### src/rtl/keypad_scanner_if.sv
// Signal bundle between the 4x4 keypad matrix, the scanner and the downstream debouncer.
// The master side is the scanner; the slave side is the keypad/consumer view.
interface keypad_scanner_if;
    logic [3:0] rows;
    logic [3:0] cols;
    logic [3:0] key_code;
    logic       key_pressed;
    logic       key_valid;

    modport master (
        input  rows,
        output cols,
        output key_code,
        output key_pressed,
        output key_valid
    );

    modport slave (
        output rows,
        input  cols,
        input  key_code,
        input  key_pressed,
        input  key_valid
    );
endinterface

### src/rtl/keypad_scanner.sv
// 4x4 matrix keypad scanner: walks one active-low column at a time, locks onto the first
// pressed key, reports its hex code and holds the column until that key is released.
module keypad_scanner #(
    parameter int SCAN_DIV = 48000
) (
    input logic              clk,
    input logic              reset,
    keypad_scanner_if.master kp
);

    localparam int            CW   = (SCAN_DIV > 1) ? $clog2(SCAN_DIV) : 1;
    localparam logic [CW-1:0] LAST = CW'(SCAN_DIV - 1);

    typedef enum logic {
        ST_SCAN,
        ST_HOLD
    } state_t;

    state_t        r_state;
    logic [1:0]    r_colIdx;
    logic [1:0]    r_rowIdx;
    logic [3:0]    r_cols;
    logic [CW-1:0] r_divCnt;
    logic [3:0]    r_rowsMeta;
    logic [3:0]    r_rowsSync;
    logic [3:0]    r_keyCode;
    logic          r_keyPressed;
    logic          r_keyValid;

    logic          w_tick;
    logic          w_anyLow;
    logic [1:0]    w_lowRow;
    logic [1:0]    w_nextCol;

    function automatic logic [3:0] colDrive(input logic [1:0] idx);
        colDrive = ~(4'b0001 << idx);
    endfunction

    function automatic logic [1:0] lowestLow(input logic [3:0] r);
        if (!r[0])      lowestLow = 2'd0;
        else if (!r[1]) lowestLow = 2'd1;
        else if (!r[2]) lowestLow = 2'd2;
        else            lowestLow = 2'd3;
    endfunction

    function automatic logic [3:0] keyMap(input logic [1:0] row, input logic [1:0] col);
        case ({row, col})
            4'b00_00: keyMap = 4'h1;
            4'b00_01: keyMap = 4'h2;
            4'b00_10: keyMap = 4'h3;
            4'b00_11: keyMap = 4'hA;
            4'b01_00: keyMap = 4'h4;
            4'b01_01: keyMap = 4'h5;
            4'b01_10: keyMap = 4'h6;
            4'b01_11: keyMap = 4'hB;
            4'b10_00: keyMap = 4'h7;
            4'b10_01: keyMap = 4'h8;
            4'b10_10: keyMap = 4'h9;
            4'b10_11: keyMap = 4'hC;
            4'b11_00: keyMap = 4'hE;
            4'b11_01: keyMap = 4'h0;
            4'b11_10: keyMap = 4'hF;
            default:  keyMap = 4'hD;
        endcase
    endfunction

    assign w_tick    = (r_divCnt == LAST);
    assign w_anyLow  = ~&r_rowsSync;
    assign w_lowRow  = lowestLow(r_rowsSync);
    assign w_nextCol = r_colIdx + 2'd1;

    // Rows idle high through the pull-ups, so the synchronizer resets to "no key".
    always_ff @(posedge clk or negedge reset) begin
        if (!reset) begin
            r_rowsMeta <= 4'hF;
            r_rowsSync <= 4'hF;
        end else begin
            r_rowsMeta <= kp.rows;
            r_rowsSync <= r_rowsMeta;
        end
    end

    // The dwell counter only wraps on a tick, and the column only moves on a tick, so every
    // new column starts with a full dwell that covers the synchronizer latency.
    always_ff @(posedge clk or negedge reset) begin
        if (!reset) begin
            r_state      <= ST_SCAN;
            r_colIdx     <= 2'd0;
            r_rowIdx     <= 2'd0;
            r_cols       <= 4'b1110;
            r_divCnt     <= '0;
            r_keyCode    <= 4'h0;
            r_keyPressed <= 1'b0;
            r_keyValid   <= 1'b0;
        end else begin
            r_keyValid <= 1'b0;
            r_divCnt   <= w_tick ? '0 : r_divCnt + CW'(1);
            case (r_state)
                ST_SCAN: begin
                    if (w_tick) begin
                        if (w_anyLow) begin
                            r_rowIdx     <= w_lowRow;
                            r_keyCode    <= keyMap(w_lowRow, r_colIdx);
                            r_keyPressed <= 1'b1;
                            r_keyValid   <= 1'b1;
                            r_state      <= ST_HOLD;
                        end else begin
                            r_colIdx <= w_nextCol;
                            r_cols   <= colDrive(w_nextCol);
                        end
                    end
                end
                ST_HOLD: begin
                    // Only the locked row on the locked column can end the hold.
                    if (w_tick && r_rowsSync[r_rowIdx]) begin
                        r_keyPressed <= 1'b0;
                        r_colIdx     <= w_nextCol;
                        r_cols       <= colDrive(w_nextCol);
                        r_state      <= ST_SCAN;
                    end
                end
                default: begin
                    r_state <= ST_SCAN;
                end
            endcase
        end
    end

    assign kp.cols        = r_cols;
    assign kp.key_code    = r_keyCode;
    assign kp.key_pressed = r_keyPressed;
    assign kp.key_valid   = r_keyValid;

endmodule
### src/flat_wrapper.sv
// flat-port wrapper written by rule: the top's interface ports become plain ports
module keypad_scanner_flat 
#(
    parameter int SCAN_DIV = 48000
)
  (clk, reset, kp_rows, kp_cols, kp_key_code, kp_key_pressed, kp_key_valid);
  keypad_scanner_if kp_i ();
  input logic clk;
  input logic reset;
  input wire logic [$bits(kp_i.rows)-1:0] kp_rows;
  output wire logic [$bits(kp_i.cols)-1:0] kp_cols;
  output wire logic [$bits(kp_i.key_code)-1:0] kp_key_code;
  output wire logic [$bits(kp_i.key_pressed)-1:0] kp_key_pressed;
  output wire logic [$bits(kp_i.key_valid)-1:0] kp_key_valid;
  assign kp_i.rows = kp_rows;
  assign kp_cols = kp_i.cols;
  assign kp_key_code = kp_i.key_code;
  assign kp_key_pressed = kp_i.key_pressed;
  assign kp_key_valid = kp_i.key_valid;
  keypad_scanner #(.SCAN_DIV(SCAN_DIV)) u_core (.clk(clk), .reset(reset), .kp(kp_i));
endmodule
### config.mk
export PLATFORM = sky130hd
export DESIGN_NAME = keypad_scanner_flat
export DESIGN_NICKNAME = d
export VERILOG_FILES = /design/src/rtl/keypad_scanner_if.sv /design/src/rtl/keypad_scanner.sv /design/src/flat_wrapper.sv
export SDC_FILE = /design/constraint.sdc
export NUM_CORES = 1
export LEC_CHECK = 0
export BUFFER_PORTS_ARGS = -buffer_cell sky130_fd_sc_hd__buf_2
export CORE_ASPECT_RATIO = 1.25
export CORE_MARGIN = 5
export CORE_UTILIZATION = 60
export CTS_BUF_LIST = sky130_fd_sc_hd__clkbuf_8
export DETAILED_ROUTE_END_ITERATION = 6
export GPL_TIMING_DRIVEN = 0
export PLACE_DENSITY = 0.8
export SYNTH_ARGS = -nofsm -noshare
export SYNTH_HDL_FRONTEND = slang
export SYNTH_SLANG_ARGS = --single-unit
### constraint.sdc
create_clock -name clk -period 2.2 [get_ports clk]
set_input_delay 0.44 -clock clk [delete_from_list [all_inputs] [get_ports clk]]
set_output_delay 0.44 -clock clk [all_outputs]
set_load 0.1 [all_outputs]
# == Yosys cells after proc, flatten, opt, wreduce, memory -nomap -nowiden ==
# Memory sizes are Yosys's and may differ from the RTL's. A register that Yosys moved wholly into a read port is not among the register bits.
# Cells that the tools add are included.
# op_classes
addsub,2
mul,0
div,0
magnitude_cmp,1
eq_ne,5
shift,1
n_mux,23
bitwise_logic,3
n_reduce_logical,6
# op_table
op,count
$add A16 B1 Y16 const B,1
$eq A16 B16 Y1 const B,1
$mux W16,1
$mux W4,3
$mux W2,5
$mux W1,9
$reduce_and A3 Y1,3
$pmux W4 S2,1
$ne A2 B1 Y1 const B,2
$ne A2 B2 Y1 const B,2
$not A4 Y4,1
$pmux W1 S2,2
$pmux W2 S2,1
$reduce_and A4 Y1,1
$shl A1 B2 Y4 const A,1
$lt A2 B3 Y1 const B,1
$add A2 B1 Y2 const B,1
$bmux W1 S2,1
$not A1 Y1,2
$logic_and A1 B1 Y1,1
$logic_not A1 Y1,1
# totals
reg_bits,35
latchBits,0
mem_bits_rw,0
mem_bits_ro,64
inputBits,6
word_cells,51
mem_count,1
# mem_list
name,depth,word_bits,rd,rd_ports_with_merged_regs,write_ports,line,text
(no name shown),16,4,1,1,0,keypad_scanner.sv:47,"case ({row, col})"

# == Depth between registers and ports, before layout ==
# logic_depth
word_depth,6
mapped_depth,6
depth_no_buf,6

# == Least setup slack after synthesis ==
# No wires, ideal clock.
# synth_timing
kind,reg2reg
from,register u_core.r_divCnt[0]
to,"register u_core.r_keyCode[0], in the netlist u_core.kp.key_code[0]"
setup_ps,125
t_arrival_ps,1833
setup_slack_ps,241
path_stages_with_launch,7
n_path_buf,1
synth_period_minus_slack_ps,1959
cell_sequence,dfrtp_1 ha_1 and4_1 buf_2 nand3_4 nor4_4 mux2_2
# synth_via
elab_chain_cells,2
# synth_lines
item,line,text
from (decl),keypad_scanner.sv:23,logic [CW-1:0] r_divCnt;
from (signal assigned),keypad_scanner.sv:97,r_divCnt <= w_tick ? '0 : r_divCnt + CW'(1);
$eq A16 B16 Y1,keypad_scanner.sv:67,assign w_tick = (r_divCnt == LAST);
$reduce_and A3 Y1 (no line),n/a,
to (decl),keypad_scanner.sv:26,logic [3:0] r_keyCode;
# No other way between the ends.
# A chain may end at the register's enable or synchronous reset.

# == Final worst setup path ==
# layout_timing
from,register u_core.r_divCnt[0]
to,"register u_core.r_keyPressed, in the netlist u_core.kp.key_pressed"
# layout_via
elab_chain_cells,4
# layout_lines
item,line,text
$eq A16 B16 Y1 (*),keypad_scanner.sv:67,
$logic_and A1 B1 Y1,keypad_scanner.sv:115,if (w_tick && r_rowsSync[r_rowIdx]) begin
$ne A2 B2 Y1 (no line),n/a,
$reduce_and A3 Y1 (no line) (*),n/a,
to (signal assigned),keypad_scanner.sv:93,r_keyPressed <= 1'b0;
to (signal assigned),keypad_scanner.sv:104,r_keyPressed <= 1'b1;
to (signal assigned),keypad_scanner.sv:116,r_keyPressed <= 1'b0;
to (decl),keypad_scanner.sv:27,logic r_keyPressed;
# Mark *: on every way between the ends. The rest lies on a longest branch, timed or not.

==> impl_results.md <==
- Cell variety after synth: 40
- Crit share post-route: 0.9248
- Die width: 59.19 µm
- Tmin final: 2.034 ns
- CP bufs+invs: 1
- Initial drt markers: 26
- CTS Root Cell: clkbuf_8
- Synthesized cell area: 0.001814 mm²
- Max stage delay on crit path: 0.51 ns
- CP delay by family, top: simple AND/OR/NAND/NOR gates
- CTS tree: yes
- Yosys top cell area share: 0.3862
- Dpl hpwl: 2088 µm
- # rows: 22
- Crit path from: u_core.r_divCnt[0]
- Slowest cell on crit path: or3b_2
- Unrepaired setup endpoints after global routing: false
- Crit path cell chain: ha_1 > and4_1 > buf_2 > nand3_4 > or3b_2 > a211o_1
- Yosys reg bits: 39
- Die area: 0.004231 mm²
- Peak VDD IR: 613.0 µV
- Category of the worst setup path launch point: flop
- Setup WS pre-CTS: -0.001104 ns
- First-pass GRT wire length: 5568 µm
- Gpl congestion: 0.7960
- Status: finished clean
- R2R Setup Slk: 0.17 ns
- Syn_nets: 159
- Syn. warnings: 0
- Largest net degree at the start of global routing: 40
- Layout cells sized above 1: 0.3140
- H-Tree Depth: 2
- Critical path type: flop to flop
- Worst reg2reg path depth: 6
- FILL cells: 217
- Fin cells: 208
- PortBufs: 15
- Post-route ant nets: 0
- CP required: 2.37 ns
- Most common library cells after synthesis: dfrtp_1, dfstp_2, nor2_1
- Final setup viols: 0
- Reg-to-reg startpoint: u_core.r_divCnt[0]
- Pwr dens: 662.3 mW/mm²
- Max FO, Critical Path: 6
- DRC Markers: 0
- Max Fclk: 0.4915 GHz
- Initial antenna violation count: 0
- R2R Path End: u_core.kp.key_pressed
- DR pass1 iterations: 3
- Tot Pwr: 1.378 mW
- Async SR Flop Fraction: 1.000
- Type of the worst min-delay path: input pin to asynchronous set/reset pin
- Maximum root-to-sink buffer count: 2
- Post-route setup slack: 0.1655 ns
- Inst Count DP: 197
- Top_reg_cell synth: dfrtp_1
- Final hold viol count: 0
- Clock sinks: 39
- Synth area leader: dfrtp_1
- GRT Resource Usage Total: 0.1737
- Leakage power: 0.9940 nW
- ANT cells: 0
- Reg clk slew, reported paths: 0.07 ns
- Clk Latency, worst-skew pair: 0.29 ns
- Max cap viols: 0
- Remaining Overflow, GRT: 0
- Vias per std cell: 5.582
- CP endpoint kind: flop
- Cells after Synth: 146
- Most common cell in the netlist: dfrtp_1
- Register area share after synthesis: 0.5455
- Syn avg cell area: 12.43 µm²
- Skew final: 0.003428 ns
- EDFF count, synth: 0
- Ports: 16
- Worst slew margin: 0.4455
- Num CTS Buffers: 5
- Core Area: 0.002918 mm²
- CP Data Arrival Time: 2.21 ns
- Initial Util: 0.6218
- Actual slew at the worst max-slew pin: 0.8318 ns
- Vias: 1,161
- Routed wire length: 3069 µm
- NumNets Final: 184
- Routed wire per std cell: 14.75 µm
- Fin. max-slew vios: 0
- Die Y: 71.48 µm
- Area Growth Syn to Fin: 14.69%
- Ranking of synthesized cells by area: dfrtp_1, dfstp_2, ha_1
- Vias in the first global route: 1,212
[layout make-up]
type | count | area, µm² | share of cell area
inverters | 8 | 30.03 | 0.01443
clock inverters | 2 | 35.03 | 0.01684
flip-flops and latches | 39 | 989.7 | 0.4756
multi-input cells | 96 | 784.5 | 0.3770
well taps | 36 | 45.04 | 0.02165
clock buffers | 6 | 82.58 | 0.03969
plain buffers | 3 | 16.27 | 0.007817
repair buffers | 18 | 97.59 | 0.04690
[how the worst max path moves through the flow]
stage,end,cells after the start
after floorplan,u_core.kp.key_code[0],6
after global placement,u_core.kp.key_code[3],6
after detailed placement,u_core.kp.key_code[0],6
after CTS,u_core.kp.key_pressed,4
after global routing,u_core.r_colIdx[1],6
final,u_core.kp.key_pressed,6
[cell usage in the layout (no fill, tap or decap), types with 2 or more instances in the layout]
cell,Yosys,routed
mux2i_1,8,8
o21ai_0,4,4
and3_1,3,3
mux2_2,7,7
dfrtp_1,28,28
nor2b_1,5,5
inv_1,8,8
nand2_1,6,6
and4_1,4,4
xor2_1,6,6
dfstp_2,11,11
buf_4,1,4
xnor2_1,6,6
nor2_1,9,9
buf_2,1,16
a311o_1,2,2
clkbuf_8,0,6
nand3_1,4,4
ha_1,7,7
nand4_1,5,5
[sequential cells by signal, indices dropped and copies added (netlist names)]
register / count
u_core.r_divCnt: 16
u_core.kp.cols: 4
u_core.kp.key_code: 4
u_core.r_rowsMeta: 4
u_core.r_rowsSync: 4
u_core.r_colIdx: 2
u_core.r_rowIdx: 2
u_core.kp.key_pressed: 1
u_core.kp.key_valid: 1
u_core.r_state: 1
[kinds of logic after synthesis]
kind of cell,count (synthesis),share of synthesized area
xor gates and xnor gates,12,0.05793
DFF,39,0.5455
muxes,16,0.1000
buffers and inverters,11,0.02551
and+or+nand+nor,48,0.1710
adders and majority gates,7,0.04827
AOI/OAI and AO/OA,13,0.05173
[per-layer routing]
layer	global-route usage	wire length [µm]	part of all wire	up-vias
li1	-	-	-	560
met1	0.2209	1331	0.43	582
met2	0.2722	1579	0.51	14
met3	0.04505	105	0.034	5
met4	0.08312	53	0.017	0
met5	0	0	0	-
[per-stage QoR]
step                cell area, µm²  setup TNS, ns    util  hold WS, ns
detailed placement            1934      -0.001104  0.6630       0.3473
finish                        2081              0  0.7131       0.2458
CTS                           2073              0  0.7105       0.2289
global route                  2081              0  0.7131       0.2258
global placement              1934              0  0.6630       0.3460
floorplan                     1814              0       -       0.1444
[what timing repair did]
action / in CTS / in global routing
setup endpoints to repair: 6 / 7
resized for setup: 1 / 0
hold buffers: 0 / 0
cloned: 0 / 0
pin swaps: 1 / 1
buffers inserted: 2 / 1
[power breakdown]
part / internal (mW) / switching, mW
clock: 0.367 / 0.241
sequential: 0.730 / 0.00554
combinational: 0.0122 / 0.0222
(Power assumes the default switching activity.)
